[src/rtl/cr_cddip_pipe_tracker.sv]
// Per-channel CDDIP pipe occupancy tracker with saturating counters,
// sticky errors, high-water marks, debounced idle and a halt FSM.
//
// Ports:
//   clk, rst_n        : clock, async active-low reset
//   isf_sup_rqe_rx    : per-channel request entering the pipe
//   isf_sup_cqe_exit  : per-channel request leaving the ISF
//   isf_sup_cqe_rx    : per-channel completion generated
//   osf_sup_cqe_exit  : per-channel completion leaving the OSF
//   pre_cddip_int     : raw interrupt request
//   halt_release      : pulse, release halt
//   stat_clr          : pulse, clear sticky errors and reload HWMs
//   pipe/isf/cqe_cmds : packed counters, ch0 in the LSBs
//   pipe_hwm          : packed pipe high-water marks
//   data/isf/comp_busy: counter non-zero flags
//   cnt_ovf/cnt_udf   : sticky overflow / underflow per channel
//   cddip_int         : registered interrupt
//   sup_osf_halt      : halt to the OSF
//   cddip_idle        : debounced idle
module cr_cddip_pipe_tracker #(
  parameter int NUM_CH   = 2,
  parameter int CNT_W    = 8,
  parameter int IDLE_DLY = 4
) (
  input  logic                    clk,
  input  logic                    rst_n,
  input  logic [NUM_CH-1:0]       isf_sup_rqe_rx,
  input  logic [NUM_CH-1:0]       isf_sup_cqe_exit,
  input  logic [NUM_CH-1:0]       isf_sup_cqe_rx,
  input  logic [NUM_CH-1:0]       osf_sup_cqe_exit,
  input  logic                    pre_cddip_int,
  input  logic                    halt_release,
  input  logic                    stat_clr,
  output logic [NUM_CH*CNT_W-1:0] pipe_cmds,
  output logic [NUM_CH*CNT_W-1:0] isf_cmds,
  output logic [NUM_CH*CNT_W-1:0] cqe_cmds,
  output logic [NUM_CH*CNT_W-1:0] pipe_hwm,
  output logic [NUM_CH-1:0]       data_busy,
  output logic [NUM_CH-1:0]       isf_busy,
  output logic [NUM_CH-1:0]       comp_busy,
  output logic [NUM_CH-1:0]       cnt_ovf,
  output logic [NUM_CH-1:0]       cnt_udf,
  output logic                    cddip_int,
  output logic                    sup_osf_halt,
  output logic                    cddip_idle
);

  localparam logic [0:0] ST_RUN  = 1'b0;
  localparam logic [0:0] ST_HALT = 1'b1;
  localparam logic [7:0] IDLE_MAX = 8'(IDLE_DLY);

  // Result is {ovf, udf, next}; saturating, never wraps.
  function automatic logic [CNT_W+1:0] f_step(
    input logic [CNT_W-1:0] c,
    input logic             inc,
    input logic             dec
  );
    f_step = {2'b00, c};
    if (inc && !dec) begin
      if (&c) f_step[CNT_W+1] = 1'b1;
      else    f_step[CNT_W-1:0] = c + 1'b1;
    end else if (dec && !inc) begin
      if (c == '0) f_step[CNT_W] = 1'b1;
      else         f_step[CNT_W-1:0] = c - 1'b1;
    end
  endfunction

  logic [NUM_CH-1:0] w_ovf_set;
  logic [NUM_CH-1:0] w_udf_set;
  logic [NUM_CH-1:0] w_pzero;
  logic              w_all_zero;
  logic [NUM_CH-1:0] r_ovf;
  logic [NUM_CH-1:0] r_udf;
  logic [7:0]        r_idle_cnt;
  logic              r_idle;
  logic              r_int;
  logic [0:0]        r_state;

  for (genvar g = 0; g < NUM_CH; g++) begin : g_ch
    logic [CNT_W+1:0] w_p;
    logic [CNT_W+1:0] w_i;
    logic [CNT_W+1:0] w_c;
    logic [CNT_W-1:0] r_pipe;
    logic [CNT_W-1:0] r_isf;
    logic [CNT_W-1:0] r_cqe;
    logic [CNT_W-1:0] r_hwm;

    assign w_p = f_step(r_pipe, isf_sup_rqe_rx[g],
                        osf_sup_cqe_exit[g]);
    assign w_i = f_step(r_isf, isf_sup_rqe_rx[g],
                        isf_sup_cqe_exit[g]);
    assign w_c = f_step(r_cqe, isf_sup_cqe_rx[g],
                        osf_sup_cqe_exit[g]);

    assign w_ovf_set[g] = w_p[CNT_W+1] | w_i[CNT_W+1] |
                          w_c[CNT_W+1];
    assign w_udf_set[g] = w_p[CNT_W] | w_i[CNT_W] |
                          w_c[CNT_W];

    always_ff @(posedge clk or negedge rst_n) begin
      if (!rst_n) begin
        r_pipe <= '0;
        r_isf  <= '0;
        r_cqe  <= '0;
        r_hwm  <= '0;
      end else begin
        r_pipe <= w_p[CNT_W-1:0];
        r_isf  <= w_i[CNT_W-1:0];
        r_cqe  <= w_c[CNT_W-1:0];
        // Clear reloads the mark from the count as it stands now.
        if (stat_clr)
          r_hwm <= r_pipe;
        else if (w_p[CNT_W-1:0] > r_hwm)
          r_hwm <= w_p[CNT_W-1:0];
      end
    end

    assign pipe_cmds[g*CNT_W +: CNT_W] = r_pipe;
    assign isf_cmds[g*CNT_W +: CNT_W]  = r_isf;
    assign cqe_cmds[g*CNT_W +: CNT_W]  = r_cqe;
    assign pipe_hwm[g*CNT_W +: CNT_W]  = r_hwm;
    assign data_busy[g] = |r_pipe;
    assign isf_busy[g]  = |r_isf;
    assign comp_busy[g] = |r_cqe;
    assign w_pzero[g]   = (r_pipe == '0);
  end

  assign w_all_zero = &w_pzero;

  always_ff @(posedge clk or negedge rst_n) begin
    if (!rst_n) begin
      r_ovf <= '0;
      r_udf <= '0;
    end else if (stat_clr) begin
      r_ovf <= '0;
      r_udf <= '0;
    end else begin
      r_ovf <= r_ovf | w_ovf_set;
      r_udf <= r_udf | w_udf_set;
    end
  end

  // Qualifying with w_all_zero drops idle on the first busy cycle.
  always_ff @(posedge clk or negedge rst_n) begin
    if (!rst_n) begin
      r_idle_cnt <= 8'd0;
      r_idle     <= 1'b0;
    end else begin
      r_idle <= (r_idle_cnt == IDLE_MAX) && w_all_zero;
      if (!w_all_zero)
        r_idle_cnt <= 8'd0;
      else if (r_idle_cnt != IDLE_MAX)
        r_idle_cnt <= r_idle_cnt + 8'd1;
    end
  end

  always_ff @(posedge clk or negedge rst_n) begin
    if (!rst_n) begin
      r_int   <= 1'b0;
      r_state <= ST_RUN;
    end else begin
      r_int <= pre_cddip_int;
      unique case (r_state)
        ST_RUN:
          if (pre_cddip_int) r_state <= ST_HALT;
        ST_HALT:
          if (halt_release && !pre_cddip_int)
            r_state <= ST_RUN;
        default: r_state <= ST_RUN;
      endcase
    end
  end

  assign cnt_ovf      = r_ovf;
  assign cnt_udf      = r_udf;
  assign cddip_int    = r_int;
  assign sup_osf_halt = (r_state == ST_HALT);
  assign cddip_idle   = r_idle;

endmodule

[config.mk]
export PLATFORM = sky130hd
export DESIGN_NAME = cr_cddip_pipe_tracker
export DESIGN_NICKNAME = d
export VERILOG_FILES = /design/src/rtl/cr_cddip_pipe_tracker.sv
export SDC_FILE = /design/constraint.sdc
export NUM_CORES = 1
export LEC_CHECK = 0
export CAP_MARGIN = 20
export CORE_UTILIZATION = 58
export CTS_CLUSTER_DIAMETER = 30
export DETAILED_ROUTE_END_ITERATION = 7
export PLACE_DENSITY = 0.84
export SETUP_SLACK_MARGIN = 0.02
export SYNTH_ARGS = -nofsm -noshare
export SYNTH_HDL_FRONTEND = slang
export SYNTH_SLANG_ARGS = --single-unit
[constraint.sdc]
create_clock -name clk -period 6.7 [get_ports clk]
set_input_delay 1.34 -clock clk [delete_from_list [all_inputs] [get_ports clk]]
set_output_delay 1.34 -clock clk [all_outputs]
set_load 0.02 [all_outputs]
==> impl_metrics.tcl <==
set metrics [dict create \
    first_pass_iters 5 \
    n_antenna_cell 0 \
    utilization 0.7063 \
    fill_cells 782 \
    synth_area_leaders "dfrtp_1 (34%), ha_1 (9.3%), nand2_1 (4.6%), inv_1 (3.4%), nor2_1 (3.3%)" \
    via_per_inst 6.169 \
    die_area_um2 10400 \
    status "finished, final reports clean" \
    areaGrowthSynthToFinish_pct 18.52 \
    finalClockSkew_ns 0.008190 \
    die_y_um 102.0 \
    ys.flop_type "dfrtp_1" \
    timing.reg2reg.setup_slack_ns 2.78 \
    leakage_nw 2.865 \
    num_rows 36 \
    r2r_start "g_ch[0].r_pipe[1]" \
    hold_violations 0 \
    clk_pin_slew_ns 0.10 \
    wl_per_cell_um 16.03 \
    switching_share 0.4880 \
    ios 90 \
    drtIter0Drc 282 \
    grt-ovfl-total 0 \
    synth-seq-cells 79 \
    yosysWarnings 0 \
    p_switching_mw 1.535 \
    wirelength_um 14460 \
    setup_viol 0 \
    hold_depth 1 \
    ctsHtreeMaxLevel 3 \
    ir_drop_uv 240.3 \
    dp_hpwl_um 10310 \
    holdPathEnd "sup_osf_halt" \
    worstPathArrival_ns 4.77 \
    synth.cell_area_um2 5798 \
    synth_edf_count 0 \
    synth_area_leader_cell "dfrtp_1" \
    start_util 0.5959 \
    ctsResizeCount 0 \
    drive_above_1_share 0.04941 \
    power_frac_clock 0.112 \
    setup_slack_ns 2.173 \
    dp_worst_setup_slack_ns 1.828 \
    period_minus_slack_ns 4.527 \
    cts.sinks 79 \
    fin_crit_sh 0.6756 \
    grt_pass1_wl_um 24160 \
    gp_congestion 0.9322 \
    worstReg2RegEnd "g_ch[0].r_hwm[7]" \
    async_flop_share 1.000 \
    ant_nets 0 \
    antenna_found_initial 0 \
    end_kind "register" \
    track_usage 0.2925 \
    portBuffers 89 \
    drv_slew 0 \
    cts_setup_buffers 0 \
    vias 5564 \
    netlist_instances 698 \
    syn_nets 754 \
    finalSetupTns_ns 0 \
    clk_latency_ns 0.37 \
    rr_worst_depth 13 \
    hp-class "reg2reg" \
    clk_path_buf_depth 2 \
    core_area_um2 9729 \
    cp-start-kind "primary input" \
    cts_buffers 9 \
    drv_cap 0 \
    maxSlewHeadroom 0.4273 \
    path_class "in2reg" \
    fmax_mhz 220.9 \
    root_buffer "clkbuf_8" \
    intPower_mw 1.611 \
    num-nets-final 820 \
    combPwrFrac 0.578 \
    chipWidth_um 102.0 \
    hold_ws_ns 0.4959 \
    tightest_slew_ns 0.8573 \
    avgSynthCellArea_um2 8.307 \
    grt_max_degree 80 \
    seq_area_frac_synth 0.3410 \
    critical_path_required_ns 6.95 \
    cts_hold_buf 0 \
    yosys.cell_types.count 68 \
    cp_max_fo 14 \
    hold_path_startpoint "sup_osf_halt" \
    p_seq_frac 0.310 \
    synth_top_area_share 0.3410 \
    rsz0062_at_grt "false" \
    drc_errors 0 \
    cts_tree "done" \
    grt_pass1_vias 5134 \
    cellPowerDensity_nw_per_um2 457.8 \
]
## flip-flops by register name (all words and copies together), names as in the netlist
register / count
cddip_int: 1
cnt_udf: 2
g_ch.r_cqe: 16
g_ch.r_pipe: 16
cnt_ovf: 2
g_ch.r_isf: 16
r_idle_cnt: 8
cddip_idle: 1
sup_osf_halt: 1
g_ch.r_hwm: 16
## per-layer routing
metal  share of wire  global-route usage
met1            0.45              0.3893
met2            0.48              0.4744
met3           0.058             0.05746
met4           0.016              0.1066
met5               0                   0
## cells in the mapped netlist (3+ instances only)
cell / n
o21ai_1: 30
a21oi_1: 36
o22ai_1: 6
mux2i_1: 15
a221oi_1: 4
and2_1: 3
or3_1: 5
and4_1: 3
a211oi_1: 8
o211ai_1: 10
xnor2_1: 6
o221ai_1: 4
a31oi_1: 7
nand2b_1: 8
o31ai_1: 11
dfrtp_1: 79
a2bb2oi_1: 3
clkbuf_1: 28
nand3_1: 27
xor2_1: 6
nand4_1: 19
ha_1: 43
nor2b_1: 12
nor2_1: 51
and3_1: 5
nand2_1: 71
nor4_1: 10
a22oi_1: 7
a21o_1: 4
mux2_2: 5
or2_2: 4
nor3_1: 24
clkbuf_8: 3
inv_1: 52
or3b_1: 3
o21ai_0: 34
or4_1: 5
## metrics by stage
stage	cell area, um^2	total power, mW	instances
2_1_floorplan	5798	2.129	698
5_1_grt	6872	3.398	902
6_report	6872	3.146	902
3_3_place_gp	6666	2.703	885
4_1_cts	6852	3.134	901
3_5_place_dp	6666	2.769	885
## critical path, stage by stage
cell and delay (ns):
clkdlybuf4s50_1 0.63, or4b_4 0.67, or4_1 0.41, a31oi_1 0.20, a221oi_2 0.08, ha_1 0.33
a21oi_1 0.15, o21ai_0 0.12, o22ai_2 0.49, mux2i_1 0.26, mux2i_1 0.09
## power groups by stage
stage          Combinational, mW  Sequential [mW]  Clock [mW]
5_1_grt                     2.00             1.02       0.380
2_1_floorplan               1.11             1.02           0
6_report                    1.82            0.976       0.352
3_5_place_dp                1.80            0.973           0
3_3_place_gp                1.74            0.964           0
4_1_cts                     1.81            0.966       0.360
## worst max-delay path by stage
stage,to,slack [ns],startpoint
finish,g_ch[1].r_hwm[7],2.17,isf_sup_rqe_rx[1]
global route,g_ch[1].r_hwm[7],2.01,isf_sup_rqe_rx[1]
CTS,g_ch[1].r_hwm[7],2.21,isf_sup_rqe_rx[1]
detailed placement,g_ch[1].r_hwm[7],1.83,isf_sup_rqe_rx[1]
global placement,g_ch[1].r_hwm[1],1.91,isf_sup_rqe_rx[1]
floorplan,g_ch[0].r_hwm[7],2.43,isf_sup_rqe_rx[0]
## cells by family (layout without fill, tap and decap cells)
group / after synthesis / after routing / synth area share
flip-flops: 79 / 79 / 0.3410
multiplexers: 20 / 20 / 0.03561
adder cells (fa/ha/maj): 43 / 43 / 0.09279
AO/OA/AOI/OAI: 185 / 185 / 0.2016
XOR/XNOR: 12 / 12 / 0.01813
buffers and inverters: 89 / 160 / 0.06841
AND/OR/NAND/NOR: 270 / 270 / 0.2426
## area by class of cell
type                       instances  area, um^2  area share
clock buffer                       9       123.9     0.01803
clock inverter                     7       61.31    0.008922
inverter                          52       195.2     0.02840
multi-input combinational        530        3425      0.4984
sequential                        79        1977      0.2877
tap                              133       166.4     0.02422
timing repair buffer              92       923.4      0.1344
## layout by cell type (no fill, tap or decap), types with 6 or more instances in the layout
cell type        netlist  final
a211oi_1               8      8
a21oi_1               36     36
a22oi_1                7      7
a31oi_1                7      7
clkbuf_8               3      9
clkdlybuf4s50_1        0     88
dfrtp_1               79     79
ha_1                  43     43
inv_1                 52     52
mux2i_1               15     15
nand2_1               71     71
nand2b_1               8      8
nand3_1               27     27
nand4_1               19     19
nor2_1                51     51
nor2b_1               12     12
nor3_1                24     24
nor4_1                10     10
o211ai_1              10     10
o21ai_0               34     34
o21ai_1               30     30
o22ai_1                6      6
o31ai_1               11     11
xnor2_1                6      6
xor2_1                 6      6
No activity file was read; power rests on OpenSTA's default activity.
